--- config.mk ---
export PLATFORM = sky130hd
export DESIGN_NAME = fetch_unit_flat
export DESIGN_NICKNAME = d
export VERILOG_FILES = /design/src/rtl/fetch_pkg.sv /design/src/rtl/fetch_if.sv /design/src/rtl/fetch_queue.sv /design/src/rtl/fetch_unit.sv /design/src/flat_wrapper.sv
export SDC_FILE = /design/constraint.sdc
export NUM_CORES = 1
export LEC_CHECK = 0
export CAP_MARGIN = 20
export CORE_MARGIN = 5
export CORE_UTILIZATION = 24
export CTS_BUF_LIST = sky130_fd_sc_hd__clkbuf_8
export CTS_CLUSTER_SIZE = 28
export DETAILED_ROUTE_END_ITERATION = 8
export SYNTH_ARGS = -nofsm -noshare
export SYNTH_HDL_FRONTEND = slang
export SYNTH_HIERARCHICAL = 1
export SYNTH_SLANG_ARGS = --single-unit
--- constraint.sdc ---
create_clock -name clk -period 4.2 [get_ports clk]
set_clock_uncertainty 0.2 [all_clocks]
set_input_delay 0.84 -clock clk [delete_from_list [all_inputs] [get_ports clk]]
set_output_delay 0.84 -clock clk [all_outputs]
set_load 0.02 [all_outputs]
--- src/rtl/fetch_pkg.sv ---
// Shared widths, reset PC and prefetch-queue entry layout for the instruction fetch stage.
package fetch_pkg;

  localparam int unsigned FETCH_DATA_W   = 8;
  localparam int unsigned FETCH_ADDR_W   = 8;
  localparam int unsigned FETCH_DEPTH    = 4;
  localparam int unsigned FETCH_RESET_PC = 0;
  localparam int unsigned FQ_ENTRY_W     = FETCH_ADDR_W + FETCH_DATA_W;

  typedef struct packed {
    logic [FETCH_ADDR_W-1:0] pc;
    logic [FETCH_DATA_W-1:0] data;
  } fq_entry_t;

  // Occupancy counter width: must represent 0..depth inclusive.
  function automatic int unsigned fq_cnt_w(input int unsigned depth);
    return $unsigned($clog2(depth)) + 1;
  endfunction

endpackage

--- src/rtl/fetch_if.sv ---
// Fetch-to-decode instruction handshake: fetch drives valid/data/pc, decode drives ready.
interface fetch_if
  import fetch_pkg::*;
#(
  parameter int unsigned DATA_W = FETCH_DATA_W,
  parameter int unsigned ADDR_W = FETCH_ADDR_W
);

  logic              instr_valid;
  logic              instr_ready;
  logic [DATA_W-1:0] instr_data;
  logic [ADDR_W-1:0] instr_pc;

  modport master (output instr_valid, output instr_data, output instr_pc, input instr_ready);
  modport slave  (input instr_valid, input instr_data, input instr_pc, output instr_ready);

endinterface

--- src/rtl/fetch_queue.sv ---
// Prefetch FIFO with flush and occupancy count; the head is a register that always mirrors
// the oldest stored entry, so decode sees stable data straight from a flop.
module fetch_queue
  import fetch_pkg::*;
#(
  parameter int unsigned W     = FQ_ENTRY_W,
  parameter int unsigned DEPTH = FETCH_DEPTH
) (
  input  logic                     clk,
  input  logic                     reset_n,
  input  logic                     flush,
  input  logic                     push,
  input  logic [W-1:0]             push_data,
  input  logic                     pop,
  output logic [$clog2(DEPTH):0]   count,
  output logic                     head_valid,
  output logic [W-1:0]             head
);

  localparam int unsigned PTR_W = $clog2(DEPTH);
  localparam int unsigned CNT_W = fq_cnt_w(DEPTH);

  logic [W-1:0]     mem [DEPTH];
  logic [PTR_W-1:0] rd_ptr, wr_ptr, rd_ptr_nxt, wr_ptr_nxt;
  logic [CNT_W-1:0] count_nxt;
  logic [W-1:0]     head_nxt;
  logic             do_push, do_pop;

  // Next pointers/count; next head bypasses the write port when the new head is being written now.
  always_comb begin
    do_push    = push && !flush;
    do_pop     = pop && !flush && (count != '0);
    rd_ptr_nxt = rd_ptr;
    wr_ptr_nxt = wr_ptr;
    count_nxt  = count;
    head_nxt   = head;
    if (flush) begin
      rd_ptr_nxt = '0;
      wr_ptr_nxt = '0;
      count_nxt  = '0;
    end else begin
      if (do_pop)  rd_ptr_nxt = rd_ptr + PTR_W'(1);
      if (do_push) wr_ptr_nxt = wr_ptr + PTR_W'(1);
      count_nxt = count + CNT_W'(do_push) - CNT_W'(do_pop);
      if (count_nxt != '0)
        head_nxt = (do_push && (wr_ptr == rd_ptr_nxt)) ? push_data : mem[rd_ptr_nxt];
    end
  end

  always_ff @(posedge clk or negedge reset_n) begin
    if (!reset_n) begin
      rd_ptr     <= '0;
      wr_ptr     <= '0;
      count      <= '0;
      head_valid <= 1'b0;
      head       <= '0;
    end else begin
      rd_ptr     <= rd_ptr_nxt;
      wr_ptr     <= wr_ptr_nxt;
      count      <= count_nxt;
      head_valid <= (count_nxt != '0);
      head       <= head_nxt;
    end
  end

  always_ff @(posedge clk) begin
    if (do_push) mem[wr_ptr] <= push_data;
  end

endmodule

--- src/rtl/fetch_unit.sv ---
// Instruction fetch stage: self-managed PC, credit-gated reads of a registered-output ROM,
// and a prefetch queue presenting {pc, instruction} to decode. Redirect overrides everything.
module fetch_unit
  import fetch_pkg::*;
#(
  parameter int unsigned DATA_W    = FETCH_DATA_W,
  parameter int unsigned ADDR_W    = FETCH_ADDR_W,
  parameter int unsigned DEPTH     = FETCH_DEPTH,
  parameter int unsigned RESET_PC  = FETCH_RESET_PC,
  parameter string       INIT_FILE = ""
) (
  input  logic              clk,
  input  logic              reset_n,
  input  logic              fetch_en,
  input  logic              redirect_valid,
  input  logic [ADDR_W-1:0] redirect_pc,
  fetch_if.master           dec
);

  localparam int unsigned ROM_DEPTH = 1 << ADDR_W;
  localparam int unsigned ENTRY_W   = ADDR_W + DATA_W;
  localparam int unsigned CNT_W     = fq_cnt_w(DEPTH);
  localparam int unsigned OCC_W     = CNT_W + 1;

  logic [DATA_W-1:0]  rom [ROM_DEPTH];
  logic [ADDR_W-1:0]  fetch_pc, fetch_pc_nxt, inflight_pc;
  logic               inflight;
  logic [DATA_W-1:0]  rom_data;
  logic               issue, push, pop;
  logic [CNT_W-1:0]   q_count;
  logic               q_valid;
  logic [ENTRY_W-1:0] q_head;

  // ROM default image.
  initial begin
    if (INIT_FILE == "")
      for (int unsigned i = 0; i < ROM_DEPTH; i++) rom[i] = '0;
  end

  // Issue only when the queue has a slot reserved for every outstanding read.
  always_comb begin
    issue        = 1'b0;
    push         = 1'b0;
    pop          = 1'b0;
    fetch_pc_nxt = fetch_pc;
    if (redirect_valid) begin
      fetch_pc_nxt = redirect_pc;
    end else begin
      issue = fetch_en && ((OCC_W'(q_count) + OCC_W'(inflight)) < OCC_W'(DEPTH));
      push  = inflight;
      pop   = q_valid && dec.instr_ready;
      if (issue) fetch_pc_nxt = fetch_pc + ADDR_W'(1);
    end
  end

  always_ff @(posedge clk or negedge reset_n) begin
    if (!reset_n) begin
      fetch_pc    <= ADDR_W'(RESET_PC);
      inflight    <= 1'b0;
      inflight_pc <= '0;
    end else begin
      fetch_pc <= fetch_pc_nxt;
      inflight <= issue;
      if (issue) inflight_pc <= fetch_pc;
    end
  end

  always_ff @(posedge clk) begin
    if (issue) rom_data <= rom[fetch_pc];
  end

  fetch_queue #(
    .W     (ENTRY_W),
    .DEPTH (DEPTH)
  ) u_queue (
    .clk        (clk),
    .reset_n    (reset_n),
    .flush      (redirect_valid),
    .push       (push),
    .push_data  ({inflight_pc, rom_data}),
    .pop        (pop),
    .count      (q_count),
    .head_valid (q_valid),
    .head       (q_head)
  );

  // A redirect cycle never transfers, so valid is masked combinationally.
  assign dec.instr_valid = q_valid && !redirect_valid;
  assign dec.instr_pc    = q_head[ENTRY_W-1 -: ADDR_W];
  assign dec.instr_data  = q_head[DATA_W-1:0];

endmodule

--- src/flat_wrapper.sv ---
// flat-port wrapper written by rule: the top's interface ports become plain ports
module fetch_unit_flat import fetch_pkg::*;
#(
  parameter int unsigned DATA_W    = FETCH_DATA_W,
  parameter int unsigned ADDR_W    = FETCH_ADDR_W,
  parameter int unsigned DEPTH     = FETCH_DEPTH,
  parameter int unsigned RESET_PC  = FETCH_RESET_PC,
  parameter string       INIT_FILE = ""
)
  (clk, reset_n, fetch_en, redirect_valid, redirect_pc, dec_instr_valid, dec_instr_data, dec_instr_pc, dec_instr_ready);
  fetch_if #(.DATA_W(DATA_W), .ADDR_W(ADDR_W)) dec_i ();
  input  logic clk;
  input  logic reset_n;
  input  logic fetch_en;
  input  logic redirect_valid;
  input  logic [ADDR_W-1:0] redirect_pc;
  output wire logic [$bits(dec_i.instr_valid)-1:0] dec_instr_valid;
  output wire logic [$bits(dec_i.instr_data)-1:0] dec_instr_data;
  output wire logic [$bits(dec_i.instr_pc)-1:0] dec_instr_pc;
  input wire logic [$bits(dec_i.instr_ready)-1:0] dec_instr_ready;
  assign dec_instr_valid = dec_i.instr_valid;
  assign dec_instr_data = dec_i.instr_data;
  assign dec_instr_pc = dec_i.instr_pc;
  assign dec_i.instr_ready = dec_instr_ready;
  fetch_unit #(.DATA_W(DATA_W), .ADDR_W(ADDR_W), .DEPTH(DEPTH), .RESET_PC(RESET_PC), .INIT_FILE(INIT_FILE)) u_core (.clk(clk), .reset_n(reset_n), .fetch_en(fetch_en), .redirect_valid(redirect_valid), .redirect_pc(redirect_pc), .dec(dec_i));
endmodule
## Word level (Yosys, flattened, before mapping)

Memory sizes are Yosys's and may differ from the RTL's. A register that Yosys moved wholly into a read port is not among the register bits.
Cells that the tools add are included.

- Bits in registers: 33
- RAM bits: 64
- Bits of input ports: 13
- Output and inout port bits: 17
- Word-level logic and storage cells: 44
- Memories: 1

- $add $sub $neg: 6
- $lt $le $gt $ge: 1
- Mux-type cells: 13
- Bitwise gates (word level): 1
- Reductions and logical operators: 14

Memories:

| name | depth | width | rd ports | clocked after memory_dff | write ports | RTL line | RTL |
|---|---|---|---|---|---|---|---|
| u_core.u_queue.mem | 4 | 16 | 1 | 1 | 1 | fetch_queue.sv:23 | `logic [W-1:0] mem [DEPTH];` |

Operators with widths:

| kind | number |
|---|---|
| 8-bit 2-to-1 mux | 2 |
| 2-bit 2-to-1 mux | 5 |
| 3-bit nonzero test | 3 |
| 8-bit by 1-bit adder with 8-bit output (second input constant) | 1 |
| 1-bit logical AND | 6 |
| 1-bit 2-to-1 mux | 5 |
| 2-bit by 1-bit adder with 2-bit output (second input constant) | 2 |
| 3-bit by 1-bit adder with 4-bit output | 1 |
| 4-bit by 3-bit < comparator with 1-bit output (second input constant) | 1 |
| 2-bit nonzero test | 2 |
| 3-bit by 1-bit adder with 3-bit output | 1 |
| 3-bit 2-to-1 mux | 1 |
| 3-bit by 1-bit subtractor with 3-bit output | 1 |
| 1-bit logical NOT | 2 |
| 2-bit AND reduction | 1 |
| 1-bit NOT | 1 |

## Logic depth before layout (Yosys ltp)

- Depth after elaboration: 7
- Depth in mapped cells: 20
- Mapped depth without buffers: 16

## Cells and area by module

Netlist, hierarchy kept.

By module, submodules not included:

| module | times used | cells each | area an instance (um2) | sequential area each (um2) |
|---|---|---|---|---|
| fetch_queue | 1 | 331 | 4234.1 | 2522.4 |
| fetch_unit | 1 | 71 | 813.3 | 425.4 |

## Worst setup path before layout

Ideal clock, no wire load.

- Path type: in2reg
- Start point: input redirect_valid
- End point: register u_core.u_queue.head[10] (read register of u_core.u_queue.mem)
- Library setup time: 126 ps
- Arrival: 4257 ps
- Required time: 3874 ps
- Path slack: -383 ps
- Stages on the path: 20
- Path buffers: 4
- Cell sequence: nor2b_1 > and2_1 > nand2b_4 > or2_1 > buf_6 > clkinv_2 > clkbuf_1 > ha_1 > inv_1 > ha_1 > inv_1 > fa_1 > xor2_1 > xnor2_1 > a31o_2 > inv_1 > and2_4 > buf_6 > buf_6 > a221o_1

- Word-level cells in the longest chain between the ends: 6
- Elaborated cells between the ends (all ways): 13
- Those cells by class: add/sub (2); mux (4); bitwise (1); reduce/logical (6)

RTL lines:

| what | RTL line | RTL |
|---|---|---|
| start, declared | flat_wrapper.sv:15 | `input logic redirect_valid;` |
| 1-bit 2-to-1 mux * | fetch_unit.sv:46 | `if (redirect_valid) begin` |
| via u_core.pop | fetch_unit.sv:29 | `logic issue, push, pop;` |
| 1-bit logical AND * (2 in a row) | fetch_queue.sv:32 | `do_pop = pop && !flush && (count != '0);` |
| 3-bit by 1-bit subtractor with 3-bit output | fetch_queue.sv:44 | `count_nxt = count + CNT_W'(do_push) - CNT_W'(do_pop);` |
| 3-bit nonzero test | fetch_queue.sv:45 | `if (count_nxt != '0)` |
| 2-bit AND reduction (no source line) | -- |  |
| end, declared | fetch_queue.sv:17 | `output logic [W-1:0] head` |

The timed path passes the listed nets; every way through them passes the cells marked *. The select of a mux whose other input is x is not followed.
A chain may end at the register's enable or synchronous reset.

## Final worst setup path

- Start point: input redirect_valid
- End point: register u_core.u_queue.head[13] (read register of u_core.u_queue.mem)

Same word-level chain as after synthesis.

==> impl_results.md <==
* Synth Register Bits at ~110
* Maximum number of pins on one net before global-route repair at 71
* Final setup violation count at 0
* Crit path max fanout at 9
* Placeable core area at approximately 0.021 mm²
* Fin nets at 497
* Max Clock Freq at 0.2477 GHz
* Post-synthesis to final-layout area growth at 22.09%
* Crit path time final at between 4 and 5 ns
* Top-count cell post-synth: sky130_fd_sc_hd__edfxtp_1
* H-Tree Level Count at 3
* Total vias in the final route at between 3000 and 4000
* Proportion of synthesized flip-flops having asynchronous set or reset at 0.3905
* Share of final-layout standard cells stronger than drive strength 1 at 0.1850
* Die height at about 160 µm
* Detailed Routing Iterations Pass 1 at 5
* Total DRC errors in the routed layout at 0
* Internal portion of total power at 1.716 mW
* Placed Area at roughly 0.0059 mm²
* Critical path endpoint category: flop
* Outcome: finished clean
* Area of all placed cells without fillers at ~0.0062 mm²
* Worst rel slew slack at 0.4621
* Die W at about 160 µm
* Count of flip-flops with a built-in enable after synthesis at 64
* Multi-input combinational cell area at between 0.002 and 0.0025 mm²
* Final Hold Vio Count at 0
* Per-cell via count in the routed design at about 4.6
* Latest clock arrival within the worst-skew pair at approximately 0.36 ns
* Class of the most critical setup path: in2reg
* Boundary Pins at 30
* Sequential cell area fraction in the yosys report at 0.5840
* Sequential cell fraction of total power at 0.559
* Std-Cell Rows at between 50 and 60
* Number of pins with negative max-slew slack in the final report at 0
* Synthesized instance count at roughly 400
* Initial core utilization at 0.2416
* Number of global-route vias before repair at roughly 3600
* Residual overflow from global routing at 0
* CTS root buffer: sky130_fd_sc_hd__clkbuf_8
* Worst EP arrival at slightly above 4 ns
* Cell area after synthesis at around 0.005 mm²
* Final GP Congestion at between 0.8 and 0.9
* Synth top area cells: sky130_fd_sc_hd__edfxtp_1 (38%), sky130_fd_sc_hd__dfrtp_1 (20%), sky130_fd_sc_hd__mux2_2 (5.6%), sky130_fd_sc_hd__a221o_1 (3.2%), sky130_fd_sc_hd__nor3_1 (3.2%)
* Crit path required time at roughly 4.3 ns
* Sw frac at 0.2502
* Antenna Nets Post-Route at 0
* Prevailing post-synth register cell: sky130_fd_sc_hd__edfxtp_1
* IR drop worst, VDD at 0.1587 mV
* # port buffers at 29
* Cts bufs inserted at 9
* Post-detailed-route wirelength per cell at about 15 µm
* Total of max-cap violations at 0
* Wire length of the first global-routing pass at between 15000 and 20000 µm
* Total power density per cell area at 371.3 mW/mm²
* Clk buf depth at 2
* Number of antenna violations at the first check in global routing at 0
* Total routing resource utilization after global routing at 0.09315
* TritonCTS Sinks at around 110
* Worst-margin pin slew at between 0.8 and 0.9 ns
* P_leak at roughly 2.2 nW
* Number of antenna diodes at 0
* Post-synthesis cell type with the largest combined area: sky130_fd_sc_hd__edfxtp_1
* Share of the core filled with cells at 0.2950
* Fill cell total of the finished layout at 2132
* Unique masters post-synth at 47
* Initial DRC count at 268
* CTS tree: yes
* Clock network power share at 0.289
* Final clock period utilization by the worst path at 0.9613
* Top cell type's share of synthesized area at 0.3808
* Area of all sequential standard cells at 0.002949 mm²
* Routed wire length at ~11000 µm
* Type of origin of the critical path: input port
* Estimated wirelength of the detail-placed design at ~7000 µm
* Min-delay worst type: in2async
* Final setup TNS at 0 ns
* Overall power at roughly 2.3 mW
* Post-CTS Setup Repair Bufs at 0
* Floorplan die area at around 0.024 mm²
* Switching power total at approximately 0.57 mW
* Part of the power in combinational logic at 0.152
* Mean area per synthesized cell at between 10 and 15 µm²
* Yosys warning total at 6
* Top cells by count, synth: sky130_fd_sc_hd__edfxtp_1 (64), sky130_fd_sc_hd__dfrtp_1 (41), sky130_fd_sc_hd__nor3_1 (32)
* Clk slew on worst S/H paths at about 0.09 ns
-- worst paths after layout --
check	startpoint	endpoint	slack [ns]	cells after the start
min	reset_n	u_core/fetch_pc[0]	0.13	1
max reg2reg	u_core/u_queue/count[1]	u_core/u_queue/head[13]	0.77	14
min in group clk	u_core/u_queue/head[3]	u_core/u_queue/head[3]	0.32	1
min reg2reg	u_core/u_queue/head[3]	u_core/u_queue/head[3]	0.32	1
max in group asynchronous	reset_n	u_core/u_queue/head[2]	3.22	2
max	redirect_valid	u_core/u_queue/head[13]	0.16	17
-- power groups by stage --
stage | logic, mW | registers (mW) | clock network [mW]
after global placement | 0.344 | 1.30 | 0
after CTS | 0.349 | 1.28 | 0.687
final | 0.348 | 1.28 | 0.660
after global routing | 0.377 | 1.30 | 0.725
after floorplan | 0.120 | 1.34 | 0
after detailed placement | 0.349 | 1.31 | 0
-- worst max-delay path, cell delays in order --
cell and delay [ns]:
sky130_fd_sc_hd__clkdlybuf4s50_1 0.48, sky130_fd_sc_hd__nor2b_4 0.14, sky130_fd_sc_hd__and2_4 0.16, sky130_fd_sc_hd__nand2b_4 0.05
sky130_fd_sc_hd__or2_1 0.25, sky130_fd_sc_hd__clkinv_2 0.06, sky130_fd_sc_hd__ha_1 0.21, sky130_fd_sc_hd__inv_1 0.06
sky130_fd_sc_hd__ha_1 0.13, sky130_fd_sc_hd__inv_1 0.05, sky130_fd_sc_hd__fa_1 0.37, sky130_fd_sc_hd__xor2_1 0.16
sky130_fd_sc_hd__xnor2_1 0.14, sky130_fd_sc_hd__a31o_2 0.32, sky130_fd_sc_hd__buf_4 0.20, sky130_fd_sc_hd__buf_4 0.15
sky130_fd_sc_hd__a221o_1 0.34
-- routing by layer --
metal,vias to the layer above,share of wire,track usage
met5,-,0,0
met4,0,0.012,0.02439
met3,14,0.052,0.02337
met2,78,0.47,0.1485
met1,1711,0.46,0.1268
li1,1651,-,-
-- placed cells by master (no fill, tap or decap), drive strengths merged, types with 2 or more instances in the layout --
cell / netlist / routed
xor2: 5 / 5
mux2i: 2 / 2
bufinv: 0 / 2
xnor2: 5 / 5
conb: 1 / 40
nor2: 28 / 28
clkdlybuf4s50: 0 / 28
nand3: 6 / 6
a21oi: 2 / 2
a31oi: 3 / 3
edfxtp: 64 / 64
nor4b: 15 / 15
nand2: 8 / 8
mux2: 26 / 26
or3: 4 / 4
nor3: 32 / 32
or4: 2 / 2
nand4: 5 / 5
nor2b: 4 / 4
and2: 8 / 8
clkinv: 1 / 5
clkbuf: 28 / 9
o31a: 15 / 15
nor3b: 15 / 15
o221ai: 16 / 16
ha: 7 / 7
dfrtp: 41 / 41
o21ai: 21 / 21
inv: 9 / 10
buf: 5 / 29
a221o: 16 / 16
-- area by class of cell --
| class | instances | area share |
|---|---|---|
| clock buffer | 9 | 0.02010 |
| clock inverter | 7 | 0.01401 |
| inverter | 10 | 0.006294 |
| multi-input combinational | 293 | 0.3387 |
| sequential | 105 | 0.4786 |
| tap | 275 | 0.05584 |
| timing repair buffer | 57 | 0.08650 |
-- flip-flops by register name, indices dropped and copies added, names as in the netlist --
signal and cells:
u_core/u_queue/head_valid 1, u_core/u_queue/mem 64, u_core/u_queue/head 16, u_core/u_queue/count 3
u_core/u_queue/wr_ptr 2, u_core/u_queue/rd_ptr 2, u_core/fetch_pc 8, u_core/inflight 1
u_core/inflight_pc 8
-- what timing repair did --
item | CTS | global route
resized for setup | 0 | 5
hold buffers | 0 | 0
endpoints found under the setup margin | 0 | 4
-- metrics by stage --
step                      std cells  setup WS [ns]  hold WS [ns]
after detailed placement        738        -0.2606        0.3021
after global routing            756     -0.0007145        0.1186
after CTS                       754         0.1252        0.3242
after global placement          738        -0.2563        0.3111
final                           756         0.1627        0.1268
after floorplan                 441       0.008461        0.2929
-- cells by family after synthesis --
kind of cell	count (synthesis)	synth area share
AOI/OAI and AO/OA	76	0.1173
adders and majority gates	8	0.02132
xor gates and xnor gates	10	0.01735
other	1	0.0007430
buffers and inverters	43	0.03966
and+or+nand+nor	131	0.1577
muxes	28	0.06197
DFF	105	0.5840
Note: power is estimated with default switching activity, not from simulation.
